--- config.mk ---
export PLATFORM = sky130hd
export DESIGN_NAME = muldiv_unit
export DESIGN_NICKNAME = d
export VERILOG_FILES = /design/src/rtl/muldiv_unit_pkg.sv /design/src/rtl/muldiv_div_iter.sv /design/src/rtl/muldiv_unit.sv
export SDC_FILE = /design/constraint.sdc
export NUM_CORES = 2
export LEC_CHECK = 0
export CAP_MARGIN = 15
export CORE_ASPECT_RATIO = 0.7
export CORE_MARGIN = 2
export CORE_UTILIZATION = 50
export CTS_CLUSTER_DIAMETER = 200
export DETAILED_ROUTE_END_ITERATION = 16
export PLACE_DENSITY = 0.67
export SETUP_SLACK_MARGIN = 0.1
export SLEW_MARGIN = 20
export SYNTH_ARGS = -nofsm -noshare
export SYNTH_HDL_FRONTEND = slang
export SYNTH_SLANG_ARGS = --single-unit
export TNS_END_PERCENT = 100
--- constraint.sdc ---
create_clock -name clk -period 11.9 [get_ports clk]
set_clock_uncertainty 0.15 [all_clocks]
set_input_delay 2.975 -clock clk [delete_from_list [all_inputs] [get_ports clk]]
set_output_delay 2.975 -clock clk [all_outputs]
set_load 0.02 [all_outputs]
--- src/rtl/muldiv_unit_pkg.sv ---
// Shared encodings for the RV32M multiply/divide unit: op select, signedness flags,
// FSM states and small sign helpers.
package muldiv_unit_pkg;

  localparam logic MD_OP_MUL   = 1'b0;
  localparam logic MD_OP_DIV   = 1'b1;
  localparam logic MD_SIGNED   = 1'b0;
  localparam logic MD_UNSIGNED = 1'b1;

  localparam int unsigned DIV_CYCLES = 33;
  localparam logic [31:0] ZERO_WORD  = 32'h0000_0000;
  localparam logic [31:0] ALL_ONES   = 32'hFFFF_FFFF;
  localparam logic [31:0] INT_MIN    = 32'h8000_0000;

  typedef logic [63:0] dreg_t;

  typedef enum logic [2:0] {
    MD_IDLE = 3'd0,
    MD_MUL  = 3'd1,
    MD_DIV  = 3'd2,
    MD_FIX  = 3'd3,
    MD_DONE = 3'd4
  } md_state_e;

  function automatic logic [31:0] neg_if(input logic [31:0] v, input logic neg);
    return neg ? (~v + 32'd1) : v;
  endfunction

endpackage

--- src/rtl/muldiv_div_iter.sv ---
// Restoring radix-2 divider core on unsigned magnitudes: one quotient bit per step,
// 32 steps after load; clr_i abandons the operation.
module muldiv_div_iter (
  input  logic        clk,
  input  logic        rst_n,
  input  logic        load_i,
  input  logic        step_i,
  input  logic        clr_i,
  input  logic [31:0] dividend_i,
  input  logic [31:0] divisor_i,
  output logic [31:0] quotient_o,
  output logic [31:0] remainder_o,
  output logic        last_o,
  output logic        busy_o
);

  logic [31:0] rem_q, rem_d;
  logic [31:0] quo_q, quo_d;
  logic [31:0] dsr_q, dsr_d;
  logic [4:0]  cnt_q, cnt_d;
  logic        busy_q, busy_d;

  logic [32:0] shifted;
  logic [32:0] diff;
  logic        qbit;

  // Dividend bits leave the top of the quotient register as quotient bits enter the bottom.
  assign shifted = {rem_q, quo_q[31]};
  assign diff    = shifted - {1'b0, dsr_q};
  assign qbit    = ~diff[32];

  always_comb begin
    rem_d  = rem_q;
    quo_d  = quo_q;
    dsr_d  = dsr_q;
    cnt_d  = cnt_q;
    busy_d = busy_q;
    if (load_i) begin
      rem_d  = 32'd0;
      quo_d  = dividend_i;
      dsr_d  = divisor_i;
      cnt_d  = 5'd0;
      busy_d = 1'b1;
    end else if (clr_i) begin
      cnt_d  = 5'd0;
      busy_d = 1'b0;
    end else if (step_i && busy_q) begin
      rem_d = qbit ? diff[31:0] : shifted[31:0];
      quo_d = {quo_q[30:0], qbit};
      cnt_d = cnt_q + 5'd1;
      if (cnt_q == 5'd31) begin
        busy_d = 1'b0;
      end
    end
  end

  always_ff @(posedge clk or negedge rst_n) begin
    if (!rst_n) begin
      rem_q  <= 32'd0;
      quo_q  <= 32'd0;
      dsr_q  <= 32'd0;
      cnt_q  <= 5'd0;
      busy_q <= 1'b0;
    end else begin
      rem_q  <= rem_d;
      quo_q  <= quo_d;
      dsr_q  <= dsr_d;
      cnt_q  <= cnt_d;
      busy_q <= busy_d;
    end
  end

  assign quotient_o  = quo_q;
  assign remainder_o = rem_q;
  assign last_o      = busy_q && (cnt_q == 5'd31);
  assign busy_o      = busy_q;

endmodule

--- src/rtl/muldiv_unit.sv ---
// RV32M multiply/divide responder: MUL done MUL_CYCLES edges after acceptance, DIV after 33,
// DIV special cases after the acceptance edge; dropping start before done aborts silently.
module muldiv_unit
  import muldiv_unit_pkg::*;
#(
  parameter int unsigned MUL_CYCLES = 2
) (
  input  logic        clk,
  input  logic        rst_n,
  input  logic        muldiv_start_i,
  input  logic        mul_or_div_i,
  input  logic [31:0] muldiv_dividend_i,
  input  logic [31:0] muldiv_divisor_i,
  input  logic        muldiv_reg1_signed0_unsigned1_i,
  input  logic        muldiv_reg2_signed0_unsigned1_i,
  output logic [63:0] muldiv_result_o,
  output logic        muldiv_done_o,
  output logic        muldiv_busy_o
);

  md_state_e   state_q, state_d;
  logic [31:0] op_a_q, op_a_d;
  logic [31:0] op_b_q, op_b_d;
  logic        a_uns_q, a_uns_d;
  logic        b_uns_q, b_uns_d;
  logic        quo_neg_q, quo_neg_d;
  logic        rem_neg_q, rem_neg_d;
  logic        mul_stage_q, mul_stage_d;
  dreg_t       prod_q, prod_d;
  dreg_t       result_q, result_d;

  logic        div_load, div_step, div_clr, div_last, div_busy;
  logic [31:0] div_quo, div_rem;
  logic        div_signed, div_zero, div_ovf;
  logic [31:0] abs_a, abs_b;
  logic [63:0] mul_a_ext, mul_b_ext, mul_prod;

  // Extending the 33-bit operands straight to 64 bits gives the same low 64 product bits.
  assign mul_a_ext = {{32{~a_uns_q & op_a_q[31]}}, op_a_q};
  assign mul_b_ext = {{32{~b_uns_q & op_b_q[31]}}, op_b_q};
  assign mul_prod  = mul_a_ext * mul_b_ext;

  assign div_signed = (muldiv_reg1_signed0_unsigned1_i == MD_SIGNED);
  assign div_zero   = (muldiv_divisor_i == ZERO_WORD);
  assign div_ovf    = div_signed && (muldiv_dividend_i == INT_MIN) && (muldiv_divisor_i == ALL_ONES);
  assign abs_a      = neg_if(muldiv_dividend_i, div_signed & muldiv_dividend_i[31]);
  assign abs_b      = neg_if(muldiv_divisor_i, div_signed & muldiv_divisor_i[31]);

  always_comb begin
    state_d     = state_q;
    op_a_d      = op_a_q;
    op_b_d      = op_b_q;
    a_uns_d     = a_uns_q;
    b_uns_d     = b_uns_q;
    quo_neg_d   = quo_neg_q;
    rem_neg_d   = rem_neg_q;
    mul_stage_d = mul_stage_q;
    prod_d      = prod_q;
    result_d    = result_q;
    div_load    = 1'b0;
    div_step    = 1'b0;
    div_clr     = 1'b0;

    unique case (state_q)
      MD_IDLE: begin
        if (muldiv_start_i) begin
          op_a_d  = muldiv_dividend_i;
          op_b_d  = muldiv_divisor_i;
          a_uns_d = muldiv_reg1_signed0_unsigned1_i;
          b_uns_d = muldiv_reg2_signed0_unsigned1_i;
          if (mul_or_div_i == MD_OP_MUL) begin
            mul_stage_d = 1'b0;
            state_d     = MD_MUL;
          end else if (div_zero) begin
            result_d = {ALL_ONES, muldiv_dividend_i};
            state_d  = MD_DONE;
          end else if (div_ovf) begin
            result_d = {INT_MIN, ZERO_WORD};
            state_d  = MD_DONE;
          end else begin
            div_load  = 1'b1;
            quo_neg_d = div_signed & (muldiv_dividend_i[31] ^ muldiv_divisor_i[31]);
            rem_neg_d = div_signed & muldiv_dividend_i[31];
            state_d   = MD_DIV;
          end
        end
      end
      MD_MUL: begin
        if (!muldiv_start_i) begin
          state_d = MD_IDLE;
        end else if (MUL_CYCLES == 1) begin
          result_d = mul_prod;
          state_d  = MD_DONE;
        end else if (mul_stage_q) begin
          result_d = prod_q;
          state_d  = MD_DONE;
        end else begin
          prod_d      = mul_prod;
          mul_stage_d = 1'b1;
        end
      end
      MD_DIV: begin
        if (!muldiv_start_i) begin
          div_clr = 1'b1;
          state_d = MD_IDLE;
        end else begin
          div_step = div_busy;
          if (div_last) begin
            state_d = MD_FIX;
          end
        end
      end
      MD_FIX: begin
        if (!muldiv_start_i) begin
          state_d = MD_IDLE;
        end else begin
          result_d = {neg_if(div_quo, quo_neg_q), neg_if(div_rem, rem_neg_q)};
          state_d  = MD_DONE;
        end
      end
      MD_DONE: begin
        state_d = MD_IDLE;
      end
      default: begin
        state_d = MD_IDLE;
      end
    endcase
  end

  always_ff @(posedge clk or negedge rst_n) begin
    if (!rst_n) begin
      state_q     <= MD_IDLE;
      op_a_q      <= 32'd0;
      op_b_q      <= 32'd0;
      a_uns_q     <= 1'b0;
      b_uns_q     <= 1'b0;
      quo_neg_q   <= 1'b0;
      rem_neg_q   <= 1'b0;
      mul_stage_q <= 1'b0;
      prod_q      <= 64'd0;
      result_q    <= 64'd0;
    end else begin
      state_q     <= state_d;
      op_a_q      <= op_a_d;
      op_b_q      <= op_b_d;
      a_uns_q     <= a_uns_d;
      b_uns_q     <= b_uns_d;
      quo_neg_q   <= quo_neg_d;
      rem_neg_q   <= rem_neg_d;
      mul_stage_q <= mul_stage_d;
      prod_q      <= prod_d;
      result_q    <= result_d;
    end
  end

  muldiv_div_iter u_div_iter (
    .clk         (clk),
    .rst_n       (rst_n),
    .load_i      (div_load),
    .step_i      (div_step),
    .clr_i       (div_clr),
    .dividend_i  (abs_a),
    .divisor_i   (abs_b),
    .quotient_o  (div_quo),
    .remainder_o (div_rem),
    .last_o      (div_last),
    .busy_o      (div_busy)
  );

  assign muldiv_result_o = result_q;
  assign muldiv_done_o   = (state_q == MD_DONE);
  assign muldiv_busy_o   = (state_q != MD_IDLE);

endmodule

# After elaboration in Yosys (flattened, before gate mapping)
# Index checks and enable logic that the tools add are counted.
# op_classes
muxes	49
addsub	6
n_eq_ne	17
n_div	0
n_shift	0
n_lt_le_gt_ge	0
multipliers	1
bitwise	17
n_reduce_logical	20
# op_table
cell	count
$mux W64	7
$mux W32	11
$pmux W64 S3	1
$add A32 B1 Y32 const B	4
$not A32 Y32	4
$eq A32 B32 Y1 const B	2
$mul A33 B33 Y64	1
$sub A33 B32 Y33	1
$logic_not A32 Y1	1
$mux W3	9
$mux W1	16
$mux W5	3
$ne A2 B2 Y1 const B	7
$pmux W3 S4	1
$reduce_bool A3 Y1	4
$ne A3 B3 Y1 const B	3
$not A1 Y1	7
$reduce_and A7 Y1	1
$eq A3 B2 Y1 const B	2
$reduce_and A2 Y1	3
$reduce_and A3 Y1	2
$add A5 B1 Y5 const B	1
$and A1 B1 Y1	5
$eq A5 B5 Y1 const B	1
other kinds (9)	13
# word_totals
wordCells	125
memories	0
latch_bits	0
romBits	0
ramBits	0
in_bits	70
reg_bits	302

# Logic depth before layout (Yosys ltp)
# depth
depth_word	10
mapped_depth	30
depth_no_buf	27

# Modules after synthesis
# From an unflattened synthesis, not the netlist that was laid out.
# unflattened
cells_unflattened	6059
hier_area_um2	55142.9
# by_module_without_submodules
module	n_inst	cells_per_inst	area_per_inst_um2
muldiv_unit	1	5307	48637.9
muldiv_div_iter	1	752	6505.0

# Least setup slack after synthesis
# No wires, ideal clock.
# synth_timing
path_type	flip-flop to flip-flop
from	register op_a_q[31]
to	register prod_q[62]
required_ps	11681
path_stages_with_launch	28
synth_period_minus_slack_ps	8444
setup_ps	69
t_arrival_ps	8225
slack_ps	3456
cell_sequence	dfrtp_1 -> clkbuf_1 -> nor2b_1 -> clkbuf_1 -> nand2_1 -> inv_1 -> fa_1 -> fa_1 -> fa_1 -> inv_1 -> fa_1 -> inv_1 -> fa_1 -> fa_1 -> inv_1 -> fa_1 -> inv_1 -> fa_1 -> ha_1 -> and3_1 -> nand2_1 -> o311a_1 -> o21ai_0 -> a31oi_1 -> o21ai_0 -> a41oi_1 -> a2111o_1 -> nand3_1
# synth_via
elab_chain_cells	2
# synth_rtl
item	line	rtl
from (decl)	muldiv_unit.sv:22	logic [31:0] op_a_q, op_a_d;
from (signal assigned)	muldiv_unit.sv:144	op_a_q <= op_a_d;
$and A1 B1 Y1	muldiv_unit.sv:39	assign mul_a_ext = {{32{~a_uns_q & op_a_q[31]}}, op_a_q};
$mul A33 B33 Y64 (*)	muldiv_unit.sv:41	assign mul_prod = mul_a_ext * mul_b_ext;
to (signal assigned)	muldiv_unit.sv:151	prod_q <= prod_d;
to (decl)	muldiv_unit.sv:29	dreg_t prod_q, prod_d;
# Mark *: on every way between the ends. The rest lies on a longest branch, timed or not.
# A chain may end at the register's enable or synchronous reset.

# Worst setup path after layout
# layout_timing
from	register a_uns_q
to	register prod_q[62]
# layout_via
elab_chain_cells	3
# layout_rtl
item	line	rtl
from (decl)	muldiv_unit.sv:24	logic a_uns_q, a_uns_d;
from (signal assigned)	muldiv_unit.sv:146	a_uns_q <= a_uns_d;
$not A1 Y1	muldiv_unit.sv:39	
$and A1 B1 Y1	muldiv_unit.sv:39	
$mul A33 B33 Y64	muldiv_unit.sv:41	
# Every way passes these cells.

==> summary.md <==
| Metric | Value |
|---|---|
| Status | `completed` |
| Num Clock Sinks | `302` |
| FF/Latch Area | `7580 µm²` |
| Fraction of layout instances using a drive strength above 1 | `4.63%` |
| Endpoints failing hold | `0` |
| Startpoint types | `flop` |
| Post-route ant nets | `0` |
| Row cnt | `101` |
| Slowest-stage cell, CP | `fa_1` |
| H-tree level count | `1` |
| Area of the multi-input gates | `41700 µm²` |
| Initial DRC count | `3892` |
| Max_cap viols | `0` |
| Relative slew slack | `18.5%` |
| Clk Latency, worst-skew pair | `610 ps` |
| Final wirelength | `164 mm` |
| Synth Instances | `5990` |
| Die width | `400 µm` |
| Vias | `42100` |
| CP Depth | `26` |
| Period utilization | `77.7%` |
| Reg2reg end | `prod_q[62]$_DFFE_PN0P_` |
| IO buf count | `135` |
| #FFs+latches synth | `302` |
| Internal reg-to-reg setup slack | `2660 ps` |
| Post-synth EDFFs | `0` |
| Core ar. | `109000 µm²` |
| Top_reg_cell synth | `dfrtp_1` |
| CP Buf/Inv Count | `6` |
| Critical path required time | `12290 ps` |
| Initial antenna violation count | `7` |
| Synth top area cells | `fa_1, dfrtp_1, inv_1, nand2_1, ha_1` |
| Crit-path max cell delay | `1130 ps` |
| CTS Buf Count | `27` |
| Crit path top cell by count | `fa_1` |
| Total GRT Usage | `30.2%` |
| Critical Path Sink | `prod_q[62]$_DFFE_PN0P_` |
| Post-Syn Area per Cell | `9.17 µm²` |
| Peak Freq | `0.108 GHz` |
| CTS tree | `yes` |
| Synth-to-layout area growth | `6.40%` |
| Synth cell count leaders | `inv_1, fa_1, nand2_1, and2_1, dfrtp_1` |
| Fin Setup TNS | `0 ps` |
| RSZ-0062 raised after global routing | `false` |
| Postcts setup bufs | `0` |
| Hold crit path type | `flop to flop` |
| Initial cell density of the core | `50.5%` |
| Clock Tree Buf Depth | `3` |
| Fin crit period | `9240 ps` |
| Most instantiated library cell after synthesis | `inv_1` |
| Total gr overflow | `0` |
| Count of cell types in the netlist | `86` |
| Post-synth top area share | `41.1%` |
| Top delay family on crit path | `adder cells` |
| Post-synth ARST share | `100%` |
| Net Count, Synth | `7437` |
| # DRC | `0` |
| Fillers | `10000` |
| Die span in y | `281 µm` |
| First-pass GRT wire length | `260 mm` |
| DPL Wire Length | `129 mm` |
| Per-cell routed wire length | `22.3 µm` |
| Final #Nets | `7347` |
| Crit end category | `flop` |
| Gpl congestion | `0.990` |
| Max-slew violations | `0` |
| Clk root buf | `clkbuf_16` |
| Endpoints failing setup | `0` |
| Crit Reg-Reg Startpoint | `a_uns_q$_DFFE_PN0P_` |
| Critical Path Source | `a_uns_q$_DFFE_PN0P_` |
| Sequential-to-total area share from yosys stat | `13.8%` |
| Largest net degree at the start of global routing | `104` |
| Vias in the first global route | `43500` |
| Mapped cell area | `54900 µm²` |
| DRT Pass-1 Iters | `6` |
| Tightest Pin Transition | `1210 ps` |
| Die Area | `113000 µm²` |
| CP Max Fanout | `31` |
| CTS resizes | `0` |
| CP arrival | `9640 ps` |
| Synthesis warning total | `0` |
| Cell taking the most area after synthesis | `fa_1` |
| Post-CTS Hold Buffers | `0` |
| Clock Pin Slew Worst Setup and Hold Paths | `70 ps` |
| Kind of critical path | `flop to flop` |
| I/O pin count | `136` |
| R2R depth | `26` |
| Vias per inst | `5.72` |
cells by family (layout without fill, tap and decap cells):
group | count (synthesis) | count (layout) | share of synthesized area [%]
other cells | 0 | 4 | 0
fa+ha+maj | 1377 | 1377 | 46.8
buf+inv | 1488 | 1419 | 10.4
flops | 302 | 302 | 13.8
mux | 97 | 97 | 1.93
simple gates | 1818 | 1818 | 15.5
compound gates | 699 | 699 | 8.33
xor+xnor | 209 | 209 | 3.35
cell usage in the layout, fill, tap and decap left out, drive strengths merged, types with 13 or more instances in the layout:
master,instances
mux2i,27
nand3,61
nand4,31
nor4,13
and3,17
or3,25
dfrtp,302
or2,22
nor2b,16
nor3,40
fa,1126
xor2,88
o21ai,183
nand2b,13
and2,378
clkbuf,34
xnor2,121
a221o,32
a31oi,22
a21o,49
a221oi,54
o211ai,15
o41ai,13
o21bai,13
nand2,892
clkdlybuf4s50,134
mux2,70
buf,91
o31ai,37
a21oi,194
ha,251
nor2,266
inv,1145
a211oi,21
worst register-to-register path, stage by stage, from the launching register on:
cell	delay, ps
dfrtp_1	410
nor2b_2	110
buf_4	360
nand2_1	160
inv_1	140
fa_1	490
fa_1	570
fa_2	650
inv_1	270
fa_1	1130
inv_1	270
fa_1	520
fa_1	540
inv_1	50
fa_1	470
inv_1	50
fa_1	440
ha_1	410
and3_1	230
nand2_1	110
o311a_1	360
o21ai_0	330
a31oi_1	130
o21ai_0	170
a41oi_1	110
a2111o_1	470
nand3_1	90
final cells by class:
type                       instances  area share [%]
clock inverter                    16           0.403
clock buffer                      34            1.29
multi-input combinational       4200            71.4
tap                             1442            3.09
inverter                        1144            7.35
antenna                            4          0.0171
timing repair buffer             225            3.48
sequential                       302            13.0
sequential cells by signal (all words and copies together) (netlist names), 3 cells and up:
name	flops
muldiv_result_o	64
prod_q	64
op_a_q	32
op_b_q	32
u_div_iter.dsr_q	32
u_div_iter.quotient_o	32
u_div_iter.remainder_o	32
u_div_iter.cnt_q	5
state_q	3
through the flow:
step | area (µm²) | setup WS (ps) | cells | util (%) | hold WS, ps
CTS | 58400 | 2600 | 7363 | 53.7 | 337
detailed placement | 57400 | 2650 | 7313 | 52.8 | 320
global route | 58400 | 2160 | 7363 | 53.7 | 351
floorplan | 54900 | 3460 | 5990 | - | 289
global placement | 57400 | 2790 | 7313 | 52.8 | 315
finish | 58400 | 2660 | 7367 | 53.8 | 340
how the worst min path moves through the flow:
stage,from,end,depth (start not counted)
floorplan,prod_q[19]$_DFFE_PN0P_,prod_q[19]$_DFFE_PN0P_,2
global placement,u_div_iter.dsr_q[19]$_DFFE_PN0P_,u_div_iter.dsr_q[19]$_DFFE_PN0P_,2
detailed placement,u_div_iter.dsr_q[19]$_DFFE_PN0P_,u_div_iter.dsr_q[19]$_DFFE_PN0P_,2
CTS,u_div_iter.dsr_q[19]$_DFFE_PN0P_,u_div_iter.dsr_q[19]$_DFFE_PN0P_,2
global route,u_div_iter.dsr_q[23]$_DFFE_PN0P_,u_div_iter.dsr_q[23]$_DFFE_PN0P_,2
finish,u_div_iter.dsr_q[23]$_DFFE_PN0P_,u_div_iter.dsr_q[23]$_DFFE_PN0P_,2
routing by layer:
metal | GRT usage, % | share of wire, %
met1 | 43.8 | 43
met4 | 8.36 | 3.5
met3 | 7.00 | 9.8
met5 | 0 | 0.0061
met2 | 45.2 | 44
Power is not shown: default switching activity piles up to over one toggle a cycle in this logic, so the estimate is an artifact.
